**config.mk**
```make
export PLATFORM = sky130hd
export DESIGN_NAME = xor_share_sched
export DESIGN_NICKNAME = d
export VERILOG_FILES = /design/src/rtl/xor_share_sched.sv
export SDC_FILE = /design/constraint.sdc
export NUM_CORES = 1
export LEC_CHECK = 0
export CAP_MARGIN = 20
export CORE_UTILIZATION = 47
export CTS_CLUSTER_DIAMETER = 80
export CTS_CLUSTER_SIZE = 28
export DETAILED_ROUTE_END_ITERATION = 12
export PLACE_DENSITY = 0.77
export REMOVE_ABC_BUFFERS = 1
export SLEW_MARGIN = 20
export SYNTH_ARGS = -nofsm -noshare
export SYNTH_HDL_FRONTEND = slang
export SYNTH_SLANG_ARGS = --single-unit
```
**constraint.sdc**
```tcl
create_clock -name clk_in -period 2.2 [get_ports clk_in]
set_input_delay 0.55 -clock clk_in [delete_from_list [all_inputs] [get_ports clk_in]]
set_output_delay 0.55 -clock clk_in [all_outputs]
set_load 0.02 [all_outputs]
```
**src/rtl/xor_share_sched.sv**
```systemverilog
// -----------------------------------------------------------------------------
// xor_share_sched
//   Round-robin scheduler that time-shares one external switch-level XOR cell
//   among N_REQ requesters. One requester is granted at a time. Its operand
//   bits are latched onto the shared gate and held for SETTLE_CYC cycles so
//   the switch network can settle. The gate output is then captured and
//   returned with a one-cycle done pulse, and priority rotates to the
//   requester after the one just served.
//
// Ports
//   clk_in    : clock, all state changes on the rising edge
//   rst_n_in  : synchronous active-low reset
//   req_in    : per-requester request level, held until done
//   a_in/b_in : per-requester operand bits (bit i belongs to requester i)
//   gnt_out   : one-hot grant, zero when idle
//   done_out  : one-cycle pulse on the bit of the requester whose result
//               is on res_out
//   res_out   : last captured XOR result, held until the next capture
//   busy_out  : high while operands are driven onto the shared gate
//   xa_out    : to shared gate input a
//   xb_out    : to shared gate input b
//   xf_in     : from shared gate output
// -----------------------------------------------------------------------------
module xor_share_sched #(
    parameter int N_REQ      = 4,
    parameter int SETTLE_CYC = 2,
    parameter int CNT_W      = 4
) (
    input  logic             clk_in,
    input  logic             rst_n_in,
    input  logic [N_REQ-1:0] req_in,
    input  logic [N_REQ-1:0] a_in,
    input  logic [N_REQ-1:0] b_in,
    output logic [N_REQ-1:0] gnt_out,
    output logic [N_REQ-1:0] done_out,
    output logic             res_out,
    output logic             busy_out,
    output logic             xa_out,
    output logic             xb_out,
    input  logic             xf_in
);

    localparam int IDX_W = (N_REQ > 1) ? $clog2(N_REQ) : 1;

    localparam logic [0:0] ST_IDLE  = 1'b0;
    localparam logic [0:0] ST_DRIVE = 1'b1;

    localparam logic [CNT_W-1:0] CNT_LAST = CNT_W'(SETTLE_CYC - 1);
    localparam logic [IDX_W-1:0] IDX_LAST = IDX_W'(N_REQ - 1);
    localparam logic [N_REQ-1:0] ONE_HOT0 = N_REQ'(1);

    logic [0:0]       state_q, state_d;
    logic [IDX_W-1:0] ptr_q,   ptr_d;
    logic [IDX_W-1:0] owner_q, owner_d;
    logic [CNT_W-1:0] cnt_q,   cnt_d;
    logic [N_REQ-1:0] gnt_q,   gnt_d;
    logic [N_REQ-1:0] done_q,  done_d;
    logic             res_q,   res_d;
    logic             busy_q,  busy_d;
    logic             xa_q,    xa_d;
    logic             xb_q,    xb_d;

    // Round-robin search: first requester at or after ptr_q, wrapping.
    // The loop runs from the farthest candidate back to ptr_q so the
    // nearest asserted request is the last assignment and wins.
    logic             win_found;
    logic [IDX_W-1:0] win_idx;
    logic [IDX_W-1:0] cand;

    always_comb begin
        // NOTE: every variable written here gets a default first, so no
        // path can leave it unassigned and infer a latch.
        win_found = 1'b0;
        win_idx   = '0;
        cand      = '0;
        for (int k = N_REQ - 1; k >= 0; k--) begin
            cand = IDX_W'((int'(ptr_q) + k) % N_REQ);
            if (req_in[cand]) begin
                win_found = 1'b1;
                win_idx   = cand;
            end
        end
    end

    // Priority after the current owner, wrapping N_REQ-1 -> 0.
    logic [IDX_W-1:0] ptr_after_owner;
    assign ptr_after_owner = (owner_q == IDX_LAST) ? '0 : owner_q + IDX_W'(1);

    always_comb begin
        state_d = state_q;
        ptr_d   = ptr_q;
        owner_d = owner_q;
        cnt_d   = cnt_q;
        gnt_d   = gnt_q;
        done_d  = '0;            // done is a single-cycle pulse
        res_d   = res_q;
        busy_d  = busy_q;
        xa_d    = xa_q;
        xb_d    = xb_q;

        case (state_q)
            ST_IDLE: begin
                if (win_found) begin
                    state_d = ST_DRIVE;
                    owner_d = win_idx;
                    cnt_d   = '0;
                    gnt_d   = ONE_HOT0 << win_idx;
                    busy_d  = 1'b1;
                    // Operands are sampled once here; later changes on
                    // a_in/b_in do not disturb the settling gate.
                    xa_d    = a_in[win_idx];
                    xb_d    = b_in[win_idx];
                end
            end

            ST_DRIVE: begin
                if (cnt_q == CNT_LAST) begin
                    // Settle time has elapsed: capture even if the request
                    // dropped on this very edge.
                    state_d         = ST_IDLE;
                    ptr_d           = ptr_after_owner;
                    cnt_d           = '0;
                    gnt_d           = '0;
                    busy_d          = 1'b0;
                    xa_d            = 1'b0;
                    xb_d            = 1'b0;
                    res_d           = xf_in;
                    done_d[owner_q] = 1'b1;
                end else if (!req_in[owner_q]) begin
                    // Requester withdrew before capture: drop silently,
                    // res_out keeps its previous value.
                    state_d = ST_IDLE;
                    ptr_d   = ptr_after_owner;
                    cnt_d   = '0;
                    gnt_d   = '0;
                    busy_d  = 1'b0;
                    xa_d    = 1'b0;
                    xb_d    = 1'b0;
                end else begin
                    cnt_d = cnt_q + CNT_W'(1);
                end
            end

            default: begin
                state_d = ST_IDLE;
                gnt_d   = '0;
                busy_d  = 1'b0;
                xa_d    = 1'b0;
                xb_d    = 1'b0;
            end
        endcase
    end

    always_ff @(posedge clk_in) begin
        // NOTE: state registers use non-blocking assignments so every flop
        // samples the pre-edge values regardless of statement order.
        if (!rst_n_in) begin
            state_q <= ST_IDLE;
            ptr_q   <= '0;
            owner_q <= '0;
            cnt_q   <= '0;
            gnt_q   <= '0;
            done_q  <= '0;
            res_q   <= 1'b0;
            busy_q  <= 1'b0;
            xa_q    <= 1'b0;
            xb_q    <= 1'b0;
        end else begin
            state_q <= state_d;
            ptr_q   <= ptr_d;
            owner_q <= owner_d;
            cnt_q   <= cnt_d;
            gnt_q   <= gnt_d;
            done_q  <= done_d;
            res_q   <= res_d;
            busy_q  <= busy_d;
            xa_q    <= xa_d;
            xb_q    <= xb_d;
        end
    end

    assign gnt_out  = gnt_q;
    assign done_out = done_q;
    assign res_out  = res_q;
    assign busy_out = busy_q;
    assign xa_out   = xa_q;
    assign xb_out   = xb_q;

endmodule

```
Yosys cells after proc, flatten, opt, wreduce, memory -nomap -nowiden
Index checks and enable logic that the tools add are counted.
{ "word_totals": {"reg_bits": 21, "latchBits": 0, "ramBits": 0, "romBits": 0, "inputBits": 15, "output_inout_bits": 12, "word_cells": 82, "n_memories": 0} }
{ "op_classes": {"addsub": 5, "mul": 0, "n_div": 0, "order_cmp": 7, "eq_ne": 5, "shift": 1, "mux": 47, "bitwise_logic": 1, "n_reduce_logical": 6} }
{ "op_table": {"columns": ["cell", "n"], "rows": [
  ["4-bit two-way mux", 6],
  ["1-bit two-way mux", 20],
  ["2-bit by 3-bit < comparator with 1-bit output, second input constant", 6],
  ["4-bit one-hot mux with 2 select lines", 2],
  ["1-bit binary-select mux with 2-bit select", 7],
  ["2-bit two-way mux", 7],
  ["1-bit one-hot mux with 2 select lines", 4],
  ["2-bit AND reduction", 4],
  ["2-bit by 1-bit adder with 2-bit output, second input constant", 2],
  ["2-bit adder, second input constant", 2],
  ["4-bit by 1-bit adder with 4-bit output, second input constant", 1],
  ["4-bit by 1-bit == test with 1-bit output, second input constant", 1],
  ["2-bit != test, second input constant", 2],
  ["1-bit by 2-bit left shift with 4-bit output, first input constant", 1],
  ["3-bit != test, second input constant", 1],
  ["3-bit AND reduction", 1],
  ["1-bit demux with 2-bit select", 1],
  ["2-bit == test, second input constant", 1],
  ["2-bit by 1-bit >= comparator with 1-bit output, second input constant", 1],
  ["1-bit logical AND", 1],
  ["1-bit inverter", 1]
]} }

Longest topological paths before layout
{ "logic_depth": {"word_depth": 11, "depth_mapped": 8, "mapped_depth_nobuf": 7} }

Worst setup path after synthesis
OpenSTA, ideal clock, no wires.
{ "synth_path": {"kind": "input -> register", "from": "in req_in[1]", "to": "reg xb_q (netlist: xb_out)", "setup_time_ps": 79, "arrival_time_ps": 1803, "required_ps": 2121, "setup_slack_ps": 318, "path_stages": 7, "n_path_buf": 2, "cell_sequence": "or4_4 > and2_4 > buf_6 > and3b_1 > buf_6 > nand2_1 > o211ai_1"} }
{ "synth_between": {"elab_chain_len": 10, "elab_cells_between_ends": 25, "classes_between": "2 x eq/ne; 22 x mux; 1 x reduce/logical"} }
{ "synth_lines": {"columns": ["element", "line", "rtl"], "rows": [
  ["start: declaration", "31", "input logic [N_REQ-1:0] req_in,"],
  ["1-bit binary-select mux with 2-bit select", "78", "if (req_in[cand]) begin"],
  ["1-bit two-way mux (not written as such)", "78", null],
  ["2-bit two-way mux (4 in a row)", "78", null],
  ["1-bit binary-select mux with 2-bit select", "112", "xb_d = b_in[win_idx];"],
  ["1-bit two-way mux (not written as such)", "112", null],
  ["1-bit two-way mux", "103", "if (win_found) begin"],
  ["1-bit one-hot mux with 2 select lines", "101", "case (state_q)"],
  ["end signal: assignment", "167", "xb_q <= 1'b0;"],
  ["end signal: assignment", "178", "xb_q <= xb_d;"],
  ["end: declaration", "61", "logic xb_q, xb_d;"]
]} }
Several ways; a longest one is shown, not always the timed one. The select of a mux whose other input is x is not followed.
A chain may end at the register's enable or synchronous reset.

Worst setup path in the final report
{ "layout_path": {"from": "in req_in[1]", "to": "reg xa_q (netlist: xa_out)"} }
{ "layout_between": {"elab_chain_len": 10, "elab_cells_between_ends": 25, "classes_between": "2 x eq/ne; 22 x mux; 1 x reduce/logical"} }
{ "layout_lines": {"columns": ["element", "line", "rtl"], "rows": [
  ["1-bit binary-select mux with 2-bit select", "78", null],
  ["1-bit two-way mux (not written as such)", "78", null],
  ["2-bit two-way mux (4 in a row)", "78", null],
  ["1-bit binary-select mux with 2-bit select", "111", "xa_d = a_in[win_idx];"],
  ["1-bit two-way mux (not written as such)", "111", null],
  ["1-bit two-way mux", "103", null],
  ["1-bit one-hot mux with 2 select lines", "101", null],
  ["end signal: assignment", "166", "xa_q <= 1'b0;"],
  ["end signal: assignment", "177", "xa_q <= xa_d;"],
  ["end: declaration", "60", "logic xa_q, xa_d;"]
]} }
Several ways; a longest one is shown, not always the timed one. The select of a mux whose other input is x is not followed.

==> results.md <==
- Clk buf depth: 2
- Final min period: 2120 ps
- Antenna-violating nets left: 0
- First-pass GRT wire length: 3700 um
- Die height: 49.3 um
- Starting Density: 0.520
- Top cells by area, synth: dfxtp_1 (40%), ha_1 (7.1%), mux2i_1 (4.8%), nand2_1 (3.9%), o21ai_0 (3.8%)
- GR Overflow Total: 0
- Unrepaired setup endpoints after global routing: no
- Worst Skew: 7.50 ps
- Worst Path Arrival: 2290 ps
- Area leader, netlist: dfxtp_1
- Grt met1 use: 0.224
- Cells after Synth: 112
- DRT iter0 DRCs: 23
- Non-filler cells, final: 176
- Routability-driven placement congestion ratio: 0.823
- Largest family of logic cells by synthesized area: simple AND/OR/NAND/NOR gates
- Fin util: 0.702
- Crit path launch type: primary input
- Syn-to-layout area delta: 35.1%
- Setup bufs post-CTS: 0
- Design Area, Final: 1420 um^2
- Hold Fails Final Rpt: 0
- Proportion of synthesized area in mux cells: 0.0726
- Core box area: 2020 um^2
- Fmax: 471 MHz
- Syn avg cell area: 9.38 um^2
- Largest net degree at the start of global routing: 14
- Total die area: 2430 um^2
- Num rows: 16
- Clock tree root buffer cell: clkbuf_4
- Critical Path Sink Type: flip-flop
- Post-Synth XOR/XNOR Area: 0.00833
- CTS tree: yes
- Critical Path Start: req_in[1]
- Cts hold-fix bufs: 0
- Inst Count DP: 172
- Final Max Slew Viols: 0
- R2r setup slk: 460 ps
- Gr usage total: 0.194
- Yosys warning total: 0
- Worst relative slew slack: 0.694
- Met3 Use GR: 0.0280
- Synth Flop Type: dfxtp_1
- Critical Path Sink: xa_out
- Switching power: 0.211 mW
- Initial antenna violation count: 0
- Post-synthesis simple-gate area fraction: 0.265
- Max rail drop VDD: 0.334 mV
- Post-Synth Adder-Cell Area: 0.0714
- Min Hold Slack: 470 ps
- Power per cell area: 563 nW/um^2
- Netlist cell types: 35
- Tcrit/Tclk final: 0.966
- Inserted Diodes: 0
- Sequential share of the synthesized area: 0.400
- Via count: 903
- Vias in the first global route: 888
- Clk slew on worst S/H paths: 100 ps
- Final setup vio count: 0
- Busiest layer in global routing: met2
- Skew-Pair Late Insertion Delay: 290 ps
- EDFF count, synth: 0
- Critical path type: primary input to flip-flop
- Sequential share of power: 0.526
- Share of layout cells above drive strength 1: 0.161
- Wire per inst: 12.2 um
- CP max FO: 6
- Comb pwr share: 0.256
- Post_cts resized: 0
- Async SR Flop Fraction: 0
- Clock sink total: 21
- Cts bufs inserted: 3
- P_int: 0.588 mW
- DPL Wire Length: 1800 um
- Global routing usage on met2: 0.361
- Worst slew pin tran: 452 ps
- CTS H-tree lvls: 1
- Hold Crit Class: flip-flop to flip-flop
- R2R Path End: ptr_q[0]
- Status: complete, no violations
- FF-to-FF path depth: 4
- Yosys top cell area share: 0.400
- Required time worst endpoint: 2370 ps
- Placed Area: 1400 um^2
- Cell Area, Synth: 1050 um^2
- DRC viols: 0
- Drt first pass iters: 4
- Reg2reg start: owner_q[1]
- Clock power share: 0.218
- Sw Share: 0.264
- IO Pins: 27
- Max-cap violations: 0
- Pleak: 0.589 nW
- Final #Nets: 171
- Vias per inst: 5.13
- Chip Width: 49.3 um
- # port buffers: 26
- Total routed wirelength: 2150 um
- FF+latch count, synth: 21
- Area fraction in compound gates after synthesis: 0.135
==> cells in the mapped netlist, drive strengths merged (4+ instances only) <==
| master | n |
|---|---|
| mux2i | 5 |
| nor2b | 6 |
| ha | 6 |
| and3 | 5 |
| nor2 | 8 |
| nand2 | 11 |
| inv | 5 |
| and2 | 5 |
| a21boi | 4 |
| dfxtp | 21 |
| o21ai | 8 |
==> worst min-delay path by stage <==
stage | start | endpoint | slack, ps | cells after the start
after floorplan | ptr_q[0] | ptr_q[0] | 460 | 2
after global placement | gnt_out[3] | gnt_out[3] | 450 | 2
after detailed placement | gnt_out[0] | gnt_out[0] | 450 | 2
after CTS | gnt_out[0] | gnt_out[0] | 480 | 2
after global routing | gnt_out[3] | gnt_out[3] | 510 | 2
final | gnt_out[0] | gnt_out[0] | 470 | 2
==> final cells by class <==
type                       instances  area [um^2]
multi-input combinational         82          578
timing repair buffer              37          343
fill                             164          602
clock buffer                       4         26.3
inverter                           5         18.8
tap                               27         33.8
sequential                        21          420
==> state kept, by name, indices dropped and copies added, names as in the netlist <==
| name | flops |
|---|---|
| state_q | 1 |
| cnt_q | 4 |
| ptr_q | 2 |
| xb_out | 1 |
| xa_out | 1 |
| gnt_out | 4 |
| res_out | 1 |
| owner_q | 2 |
| busy_out | 1 |
| done_out | 4 |
==> cells by family (layout without fill, tap and decap cells) <==
logic type | count (synthesis) | in the layout
compound gates | 21 | 21
xor+xnor | 1 | 1
fa+ha+maj | 6 | 6
buf+inv | 9 | 46
flops | 21 | 21
mux | 6 | 6
simple gates | 48 | 48
==> worst max-delay path: stages <==
cell and delay, ps:
clkdlybuf4s50_1 560, and2b_2 240, or4_4 420, and2_1 220, mux2i_1 190, o221ai_1 110
==> per-layer routing <==
| metal | wire (um) | share of wire | vias to the layer above |
|---|---|---|---|
| met2 | 1100 | 0.51 | 22 |
| met1 | 955 | 0.44 | 415 |
| met3 | 67 | 0.031 | 4 |
| met4 | 28 | 0.013 | 0 |
| li1 | - | - | 462 |
| met5 | 0 | 0 | - |
==> power by group through the flow <==
stage | sequential (mW) | clock [mW] | combinational (mW)
finish | 0.420 | 0.174 | 0.204
global route | 0.424 | 0.199 | 0.223
global placement | 0.428 | 0 | 0.199
CTS | 0.420 | 0.180 | 0.204
detailed placement | 0.429 | 0 | 0.203
floorplan | 0.442 | 0 | 0.0844
==> stage by stage <==
stage | worst slack, ps | TNS [ps] | power (mW)
floorplan | 411 | 0 | 0.527
global route | 0.224 | 0 | 0.847
detailed placement | -250 | -2430 | 0.632
global placement | -194 | -1460 | 0.627
finish | 75.3 | 0 | 0.799
CTS | 54.6 | 0 | 0.804
==> cell usage in the layout, fill, tap and decap left out, drive strengths merged, types with 2 or more instances in the layout <==
cell type	n
a21boi	4
a21oi	2
and2	5
and3	5
buf	11
clkbuf	4
clkdlybuf4s50	26
dfxtp	21
ha	6
inv	5
mux2i	5
nand2	11
nand2b	2
nand3	2
nor2	8
nor2b	6
o21ai	8
or3	2
or4	2
Note: power is estimated with default switching activity, not from simulation.
